### src/rtl/ram_2x4_ctrl.sv
// Request/response controller for ram_2x4: serialises single read/write requests
// onto the RAM pins and returns read data over a valid/ready response channel.
module ram_2x4_ctrl #(
  parameter int unsigned DATA_W   = 4,
  parameter int unsigned ADDR_W   = 1,
  parameter int unsigned READ_LAT = 1
) (
  input  logic              clk,
  input  logic              clr,
  input  logic              req_valid,
  output logic              req_ready,
  input  logic              req_we,
  input  logic [ADDR_W-1:0] req_addr,
  input  logic [DATA_W-1:0] req_wdata,
  output logic              wr_done,
  output logic              rsp_valid,
  input  logic              rsp_ready,
  output logic [DATA_W-1:0] rsp_rdata,
  output logic              ram_rw,
  output logic [ADDR_W-1:0] ram_addr,
  output logic [DATA_W-1:0] ram_data_in,
  input  logic [DATA_W-1:0] ram_data_out
);

  localparam int unsigned CNT_W = (READ_LAT > 1) ? $clog2(READ_LAT + 1) : 1;
  localparam logic [CNT_W-1:0] CNT_LAST = CNT_W'(READ_LAT - 1);

  typedef enum logic [1:0] {IDLE, WRITE, READ, RESP} state_t;

  state_t           state, state_nxt;
  logic [CNT_W-1:0] cnt, cnt_nxt;
  logic             accept_c;
  logic             capture_c;

  // Next-state and latency counter.
  always_comb begin
    state_nxt = state;
    cnt_nxt   = cnt;
    accept_c  = 1'b0;
    capture_c = 1'b0;
    case (state)
      IDLE: begin
        accept_c = req_valid & req_ready;
        if (accept_c) begin
          state_nxt = req_we ? WRITE : READ;
          cnt_nxt   = '0;
        end
      end
      WRITE: state_nxt = IDLE;
      READ: begin
        if (cnt == CNT_LAST) begin
          state_nxt = RESP;
          cnt_nxt   = '0;
          capture_c = 1'b1;
        end else begin
          cnt_nxt = cnt + CNT_W'(1);
        end
      end
      RESP: if (rsp_ready) state_nxt = IDLE;
      default: state_nxt = IDLE;
    endcase
  end

  // State register.
  always_ff @(posedge clk or negedge clr) begin
    if (!clr) begin
      state <= IDLE;
      cnt   <= '0;
    end else begin
      state <= state_nxt;
      cnt   <= cnt_nxt;
    end
  end

  // Outputs are registered from the next state so they line up with the state.
  always_ff @(posedge clk or negedge clr) begin
    if (!clr) begin
      req_ready   <= 1'b0;
      wr_done     <= 1'b0;
      rsp_valid   <= 1'b0;
      rsp_rdata   <= '0;
      ram_rw      <= 1'b0;
      ram_addr    <= '0;
      ram_data_in <= '0;
    end else begin
      req_ready <= (state_nxt == IDLE);
      wr_done   <= (state_nxt == WRITE);
      ram_rw    <= (state_nxt == WRITE);
      rsp_valid <= (state_nxt == RESP);
      if (accept_c) ram_addr <= req_addr;
      if (accept_c && req_we) ram_data_in <= req_wdata;
      if (capture_c) rsp_rdata <= ram_data_out;
    end
  end

endmodule
### config.mk
export PLATFORM = sky130hd
export DESIGN_NAME = ram_2x4_ctrl
export DESIGN_NICKNAME = d
export VERILOG_FILES = /design/src/rtl/ram_2x4_ctrl.sv
export SDC_FILE = /design/constraint.sdc
export NUM_CORES = 1
export LEC_CHECK = 0
export ABC_AREA = 1
export CAP_MARGIN = 0
export CORE_MARGIN = 1
export CORE_UTILIZATION = 38
export DETAILED_ROUTE_END_ITERATION = 10
export MAX_ROUTING_LAYER = met4
export PLACE_DENSITY_LB_ADDON = 0.3
export SYNTH_ARGS = -nofsm -noshare
export SYNTH_HDL_FRONTEND = slang
export SYNTH_SLANG_ARGS = --single-unit
### constraint.sdc
create_clock -name clk -period 1.5 [get_ports clk]
set_clock_uncertainty 0.1 [all_clocks]
set_input_delay 0.3 -clock clk [delete_from_list [all_inputs] [get_ports clk]]
set_output_delay 0.3 -clock clk [all_outputs]
set_load 0.1 [all_outputs]
## After elaboration in Yosys (flattened, before gate mapping)

Index checks and enable logic that the tools add are counted.

| word-level totals | value |
|---|---|
| bits in registers | 15 |
| bits of input ports | 14 |
| output and inout port bits | 13 |
| logic and storage cells | 32 |

| cells by class | value |
|---|---|
| $add $sub $neg | 1 |
| equality and inequality tests | 6 |
| multiplexer cells | 11 |
| bitwise operators | 1 |
| reductions and logical operators | 5 |

Operator list:

| kind | count |
|---|---|
| 2-to-1 mux 2 bit | 4 |
| case mux 2 bit (4 select lines) | 1 |
| equality test 2 bit (second input constant) | 3 |
| 2-to-1 mux 1 bit | 5 |
| equality test 2 x 1 -> 1 bit (second input constant) | 2 |
| zero test 2 bit | 2 |
| != test 2 bit (second input constant) | 1 |
| case mux 1 bit (2 select lines) | 1 |
| AND reduction 2 bit | 1 |
| nonzero test 2 bit | 1 |
| adder 1 bit (second input constant) | 1 |
| AND 1 bit | 1 |
| logical AND 1 bit | 1 |

## Logic depth before layout (Yosys ltp)

Gate-level depths: netlist (run 1).

| depth | value |
|---|---|
| word-level depth | 4 |
| gate-level depth with buffers | 5 |
| depth with buffers taken out | 5 |

## Worst setup path after synthesis (run 1)

OpenSTA, ideal clock, no wires.

| timing | value |
|---|---|
| path kind | reg2out |
| start | register, netlist name ram_rw |
| end | output port wr_done |
| data arrival time | 1.324 ns |
| data required time | 1.100 ns |
| setup slack | -0.224 ns |
| cell stages (with the launch flop) | 2 |
| buffers on the path | 1 |
| cell sequence | dfrtp_1 -> buf_4 |

RTL lines:

| item | line | text |
|---|---|---|
| end: declaration | 15 | `output logic wr_done,` |

==> qor.txt, run 1 <==
status - complete, no violations
global-route wire length before repair - 1697 µm
# setup viols final - 0
gr usage total - 0.1765
Synth top area share - 0.6306
Post-synth EDFFs - 0
Final Instance Area - 997.2 µm²
I/O pin count - 27
Min Clock Period, post-route - 1.292 ns
CP max stage cell - dfrtp_2
fin crit share - 0.8611
Longest Clk Path Bufs - 2
share of cells above drive strength 1 - 0.2674
Syn Inst Count - 56
setup ws final - 0.2084 ns
detailed placement HPWL - 840.2 µm
Die Wd - 40.24 µm
syn_nets - 70
worst slack at placement - 0.05573 ns
post-placement cell count - 98
via count - 485
Filler cells - 90
synthesized flop and latch total - 14
n_diodes - 0
fin. max-slew vios - 0
Ys Warns - 0
ys flop type - dfrtp_1
CP required - 1.10 ns
die span in y - 40.24 µm
Post-DP Area - 974.7 µm²
post-route insts no fill - 101
Root Driver - clkbuf_4
Post CTS Setup Buffer Count - 0
crit-path leading delay family - flip-flops
Crit path arrival time - 0.89 ns
gr ovfl total - 0
drt total wl - 1126 µm
worst-margin pin slew - 0.2674 ns
CTS clock-pin slew for the worst setup and hold paths - 0.08 ns
DR DRC count - 0
Max Cap Violations - 0
Worst Path Buf+Inv - 1
Synth Area in Simple Gates - 0.3041
detail-routed via count per cell - 4.802
initial antenna violation count - 0
CTS tree - yes
multiplexer share of the synthesized area - 0
post-route setup TNS - 0 ns
H-Tree Depth - 1
Pre-antenna DRT Iters - 4
number of global-route vias before repair - 459
worst rel slew slack - 0.8212
Std-Cell Rows - 13
CTS Buf Count - 3
CTS resizes - 0
global placer's final weighted congestion - 0.7080
total core area - 1334 µm²
largest area contributor in the netlist - dfrtp_1
register area share after synthesis - 0.6306
worst min-delay path class - input port to async pin
critical-path cell list - buf_12
Seq. cell area - 352.8 µm²
most common cell in the netlist - nand2_1
Mapped Area - 555.5 µm²
area grow syn2layout - 79.50%
synthesized area per cell - 9.920 µm²
port buffer count - 26
Worst Setup End Kind - output pin
die area - 1619 µm²
Initial Util - 0.4165
kind of start point of the critical path - flop
Distinct cells, synth - 10
Multi-input gate area - 182.7 µm²
kind of critical path - flop to output pin
nets - 102
Worst-Skew Late Latency - 0.28 ns
crit-path max cell delay - 0.44 ns
post-synthesis compound-gate area fraction - 0.02477
Post-Synth Adder-Cell Area - 0
Synth async-reset ratio - 1.000
WL/cell - 11.15 µm
largest cells by area after synthesis - dfrtp_1 (63%), nand2_1 (16%), nand3_1 (4.5%)
cts hold-fix bufs - 0
RSZ-0062 raised after global routing - no
CP Max Fanout - 2
fmax - 774.2 MHz
pin count of the biggest net entering global routing - 15
DRT iter0 DRCs - 10
Post-Synth XOR/XNOR Area - 0
top post-synthesis cells by count - nand2_1 (24), dfrtp_1 (14), nand3_1 (5)
Clock Sink Count - 14
ANT nets after route - 0
final hold vios - 0
largest family of logic cells by synthesized area - simple AND/OR/NAND/NOR gates
-- metal layers --
layer  global-route usage  routed length, µm  up-vias
met4               0.1500                 11        0
li1                     -                  -      242
met2               0.2742                521       26
met1               0.1935                491      215
met3              0.03333                102        2
met5                    -                  0        -
-- cells by family (layout without fill, tap and decap cells) --
kind of cell	Yosys count	count (layout)
buffers and inverters	5	35
AOI/OAI and AO/OA	2	2
DFF	14	14
and+or+nand+nor	35	35
-- through the flow --
stage               utilization  hold slack [ns]
finish                   0.7477           0.2164
global route             0.7477           0.2489
CTS                      0.7477           0.2150
detailed placement       0.7308           0.4236
global placement         0.7308           0.4166
floorplan                     -         -0.09559
-- layout by cell type, fill, tap and decap left out --
cell	instances
nand3_1	5
buf_12	13
dfrtp_1	12
o21ai_2	1
clkbuf_4	3
dfrtp_2	2
inv_1	4
clkdlybuf4s50_1	13
a21oi_1	1
nand3_4	1
nor2_4	1
nand2_1	24
nand4_1	4
buf_4	2
-- state kept, by name (all words and copies together), names as in the netlist --
name and flops:
ram_data_in 4, rsp_rdata 4, state 2, ram_addr 1, ram_rw 1, req_ready 1, rsp_valid 1
-- final timing paths --
kind                       slack, ns  depth (start not counted)              to      startpoint
min in group clk                0.44                          2  ram_data_in[1]  ram_data_in[1]
hold reg to reg                 0.44                          2  ram_data_in[1]  ram_data_in[1]
max in group asynchronous       0.90                          2          ram_rw             clr
hold / removal                  0.22                          2    rsp_rdata[2]             clr
setup reg to reg                0.33                          4  ram_data_in[3]        state[1]
setup / recovery                0.21                          1         wr_done          ram_rw
-- final cells by class --
| cell class | count | share of cell area |
|---|---|---|
| Timing Repair Buffer | 28 | 0.4065 |
| Sequential cell | 14 | 0.3538 |
| Multi-Input combinational cell | 37 | 0.1832 |
| Clock buffer | 3 | 0.02258 |
| Tap cell | 15 | 0.01882 |
| Inverter | 4 | 0.01506 |
Power of run 1 is left out: the tool's default activity adds up to more than one toggle a clock period on the data nets, which glitch-free logic cannot reach.
==> run 2: changes to the inputs <==
--- a/config.mk
+++ b/config.mk
@@ -8,7 +8,8 @@
 export ABC_AREA = 1
 export CAP_MARGIN = 0
 export CORE_MARGIN = 1
-export CORE_UTILIZATION = 38
+export CORE_UTILIZATION = 40
+export CTS_BUF_LIST = sky130_fd_sc_hd__clkbuf_8
 export DETAILED_ROUTE_END_ITERATION = 10
 export MAX_ROUTING_LAYER = met4
 export PLACE_DENSITY_LB_ADDON = 0.3
==> qor.txt, run 2 (synthesis results as in run 1) <==
status - complete, no violations
area grow syn2layout - 85.36%
most common cell after layout, fill and taps aside - nand2_1
Worst R2R Setup Slack - 0.31 ns (-0.02 ns)
Crit path arrival time - 0.86 ns (-0.03 ns)
Std-Cell Rows - 13 (unchanged)
kind of critical path - flop to output pin
CP required - 1.10 ns (about the same)
share of cells above drive strength 1 - 0.2759 (+0.008420)
Min Clock Period, post-route - 1.256 ns (-0.03565 ns)
worst rel slew slack - 0.8068 (-0.01440)
Worst Path Buf+Inv - 1 (unchanged)
post-placement cell count - 98 (unchanged)
Pre-antenna DRT Iters - 3 (-1)
CP max stage cell - dfrtp_2
crit-path max cell delay - 0.43 ns (about the same)
gr ovfl total - 0 (unchanged)
cts hold-fix bufs - 0 (unchanged)
Max Cap Violations - 0 (unchanged)
number of global-route vias before repair - 467 (+1.7%)
Die Wd - 39.27 µm (-2.4%)
CTS tree - yes
DR DRC count - 0 (unchanged)
I/O pin count - 27 (unchanged)
worst-margin pin slew - 0.2889 ns (+0.02153 ns)
CTS Buf Count - 3 (unchanged)
Post CTS Setup Buffer Count - 0 (unchanged)
global placer's final weighted congestion - 0.6823 (-3.6%)
Initial Util - 0.4269 (+0.01041)
Post-DP Area - 974.7 µm² (unchanged)
initial antenna violation count - 0 (unchanged)
# setup viols final - 0 (unchanged)
global-route wire length before repair - 1814 µm (+6.9%)
fmax - 796.2 MHz (+2.8%)
port buffer count - 26 (unchanged)
CTS clock-pin slew for the worst setup and hold paths - 0.05 ns (-0.03 ns)
Worst-Skew Late Latency - 0.24 ns (-0.04 ns)
Longest Clk Path Bufs - 2 (unchanged)
drt total wl - 1124 µm (-0.18%)
ANT nets after route - 0 (unchanged)
die area - 1542 µm² (-4.8%)
post-route insts no fill - 102 (+0.99%)
DRT iter0 DRCs - 2 (-8)
fin. max-slew vios - 0 (unchanged)
Final Core Density - 0.7913 (+0.04369)
critical-path cell list - buf_12
fin crit share - 0.8373 (-0.02376)
largest registers - ram_data_in x4, rsp_rdata x4, state x2
total core area - 1301 µm² (-2.4%)
Final Instance Area - 1030 µm² (+3.3%)
RSZ-0062 raised after global routing - no
worst min-delay path class - input port to async pin
gr usage total - 0.1910 (+0.01441)
crit-path leading delay family - flip-flops
die span in y - 39.27 µm (-2.4%)
kind of start point of the critical path - flop
pin count of the biggest net entering global routing - 15 (unchanged)
CP Max Fanout - 2 (unchanged)
nets - 102 (unchanged)
Clock Sink Count - 14 (unchanged)
n_diodes - 0 (unchanged)
Filler cells - 82 (-8.9%)
detail-routed via count per cell - 4.667 (-2.8%)
detailed placement HPWL - 846.8 µm (+0.79%)
Root Driver - clkbuf_8
WL/cell - 11.02 µm (-1.2%)
Worst Setup End Kind - output pin
H-Tree Depth - 1 (unchanged)
final hold vios - 0 (unchanged)
via count - 476 (-1.9%)
post-route setup TNS - 0 ns (unchanged)
CTS resizes - 0 (unchanged)
most frequent cells in the layout - nand2_1 (24), clkdlybuf4s50_1 (13), buf_12 (13)
-- run 2: cell types whose count changed in the layout (fill, tap and decap cells not counted), sizes merged --
cell | before | now
clkbuf | 3 | 4
-- run 2: path summary, 6_finish.rpt --
kind                               from              to  cells past startpoint
max                              ram_rw          ram_rw                      1
min                                 clr    rsp_rdata[2]                      2
max reg2reg                    state[1]  ram_data_in[0]                      4
min reg2reg                rsp_rdata[1]    rsp_rdata[1]                      2
max in group asynchronous           clr          ram_rw                      2
min in group clk           rsp_rdata[1]    rsp_rdata[1]                      2
-- run 2: worst register-to-register path, delay by kind of cell (launching register included) --
family / cells / cell delay [ns]
flip-flops: 1 / 0.46
AND/OR/NAND/NOR: 4 / 0.52
-- run 2: per-stage QoR --
step	worst slack, ns	hold slack [ns]
2_1_floorplan	0.06323	-0.09559
3_3_place_gp	0.09089	0.4163
3_5_place_dp	0.06802	0.4251
4_1_cts	0.2368	0.2666
5_1_grt	0.2251	0.2922
6_report	0.2440	0.2637
-- run 2: cell type report --
type                    instances  area, µm²  area share
clock buffers                   4      55.05     0.05346
well taps                      15      18.77     0.01823
flip-flops and latches         14      352.8      0.3426
multi-input cells              37      182.7      0.1774
repair buffers                 28      405.4      0.3937
inverters                       4      15.01     0.01458
-- run 2: layer usage --
metal | vias up | track usage | routed length (µm)
li1 | 243 | - | -
met1 | 208 | 0.2121 | 476
met2 | 23 | 0.3125 | 538
met3 | 2 | 0.05114 | 81
met4 | 0 | 0.1034 | 28
met5 | - | - | 0
Power of run 2 is left out for the same reason.
==> run 3: changes to the inputs <==
--- a/config.mk
+++ b/config.mk
@@ -8,7 +8,7 @@
 export ABC_AREA = 1
 export CAP_MARGIN = 0
 export CORE_MARGIN = 1
-export CORE_UTILIZATION = 40
+export CORE_UTILIZATION = 36
 export CTS_BUF_LIST = sky130_fd_sc_hd__clkbuf_8
 export DETAILED_ROUTE_END_ITERATION = 10
 export MAX_ROUTING_LAYER = met4
==> constraint.sdc (replaced) <==
create_clock -name clk -period 1 [get_ports clk]
set_clock_uncertainty 0.1 [all_clocks]
set_input_delay 0.2 -clock clk [delete_from_list [all_inputs] [get_ports clk]]
set_output_delay 0.2 -clock clk [all_outputs]
set_load 0.1 [all_outputs]
==> qor.txt, run 3 (synthesis results as in run 1) <==
area grow syn2layout - 107.7%
share of cells above drive strength 1 - 0.5543 (+0.2785)
Worst-Skew Late Latency - 0.24 ns (about the same)
Longest Clk Path Bufs - 2 (unchanged)
worst-margin pin slew - 0.2551 ns (-0.03381 ns)
H-Tree Depth - 1 (unchanged)
n_diodes - 0 (unchanged)
fmax - 825.3 MHz
worst setup path start - ram_rw
detail-routed via count per cell - 4.766 (+2.1%)
Worst Path Buf+Inv - 1 (unchanged)
Seq. cell area - 370.4 µm² (+5.0%)
WL/cell - 12.96 µm (+18%)
largest registers - ram_data_in x4, rsp_rdata x4, state x2
Min Clock Period, post-route - 1.212 ns
DRT iter0 DRCs - 15 (+13)
global-route wire length before repair - 1883 µm (+3.8%)
total core area - 1366 µm² (+5.0%)
fin. max-slew vios - 0 (unchanged)
worst min-delay path class - input port to async pin
Root Driver - clkbuf_8
Final Core Density - 0.8443 (+0.05298)
failing checks - negative setup slack
number of global-route vias before repair - 452 (-3.2%)
Pre-antenna DRT Iters - 3 (unchanged)
status - finished with violations
die span in y - 41.28 µm (+5.1%)
kind of start point of the critical path - flop
cts hold-fix bufs - 0 (unchanged)
Clock Sink Count - 14 (unchanged)
most common cell after layout, fill and taps aside - nand2_1
Worst R2R Setup Slack - -0.13 ns (-0.44 ns)
ANT nets after route - 0 (unchanged)
DR DRC count - 0 (unchanged)
drt total wl - 1387 µm (+23%)
detailed placement HPWL - 984.2 µm (+16%)
worst rel slew slack - 0.8294 (+0.02261)
Die Wd - 41.28 µm (+5.1%)
Worst Setup End Kind - output pin
kind of critical path - flop to output pin
crit-path max cell delay - 0.50 ns (+0.07 ns)
critical-path cell list - buf_12
Initial Util - 0.4066 (-0.02033)
pin count of the biggest net entering global routing - 15 (unchanged)
CTS Buf Count - 3 (unchanged)
Std-Cell Rows - 13 (unchanged)
I/O pin count - 27 (unchanged)
worst r2r src - req_ready
CP Max Fanout - 2 (unchanged)
most frequent cells in the layout - nand2_1 (18), buf_12 (14), clkdlybuf4s50_1 (13)
gr usage total - 0.1918 (+0.0008581)
R2R depth - 6 (+2)
RSZ-0062 raised after global routing - yes
Multi-input gate area - 221.5 µm² (+21%)
CTS clock-pin slew for the worst setup and hold paths - 0.05 ns (about the same)
crit-path leading delay family - flip-flops
Max Cap Violations - 0 (unchanged)
CP required - 0.70 ns (-0.40 ns)
CP max stage cell - dfrtp_4
CTS tree - yes
Reg2Reg Capture Point - ram_data_in[3]
gr ovfl total - 0 (unchanged)
final hold vios - 0 (unchanged)
# setup viols final - 22 (+22)
setup ws final - -0.2117 ns (-0.4557 ns)
nets - 108 (+5.9%)
Crit path arrival time - 0.91 ns (+0.05 ns)
Filler cells - 71 (-13%)
port buffer count - 26 (unchanged)
via count - 510 (+7.1%)
global placer's final weighted congestion - 0.7007 (+2.7%)
fin crit share - 1.212
initial antenna violation count - 0 (unchanged)
die area - 1704 µm² (+11%)
run 3: cell count changes in the layout (fill, tap and decap cells not counted), sizes merged:
| cell | previous run | this run |
|---|---|---|
| buf | 15 | 21 |
| clkbuf | 4 | 3 |
run 3: worst max path at each step:
stage,to,slack (ns),depth (start not counted)
floorplan,ram_data_in[0],-0.21,5
global placement,ram_data_in[3],-0.29,6
detailed placement,ram_data_in[3],-0.33,6
CTS,ram_rw,-0.22,1
global route,ram_rw,-0.23,1
finish,wr_done,-0.21,1
run 3: repair_timing:
action,CTS,global route
setup endpoints to repair,23,26
cloned,0,0
pin swaps,1,2
resized for setup,8,7
setup buffers,1,2
run 3: metal layers:
| layer | track usage | up-vias | part of all wire |
|---|---|---|---|
| met5 | - | - | 0 |
| met4 | 0.09677 | 0 | 0.012 |
| met3 | 0.06522 | 2 | 0.063 |
| met2 | 0.3281 | 25 | 0.55 |
| met1 | 0.1924 | 230 | 0.38 |
| li1 | - | 253 | - |
run 3: cell type report:
type	count	area share
repair buffers	34	0.4111
well taps	15	0.01627
clock buffers	3	0.03579
inverters	4	0.02386
multi-input cells	37	0.1920
flip-flops and latches	14	0.3210
run 3: per-stage QoR:
step / area, µm² / TNS (ns) / worst slack (ns) / hold slack (ns) / std cells
global route: 1154 / -3.459 / -0.2288 / 0.1950 / 107
finish: 1154 / -2.797 / -0.2117 / 0.1931 / 107
global placement: 1046 / -2.247 / -0.2864 / 0.4022 / 101
floorplan: 606.8 / -1.485 / -0.2053 / -0.1956 / 56
CTS: 1120 / -2.714 / -0.2159 / 0.1986 / 105
detailed placement: 1046 / -2.630 / -0.3345 / 0.4025 / 101
Power of run 3 is left out for the same reason.
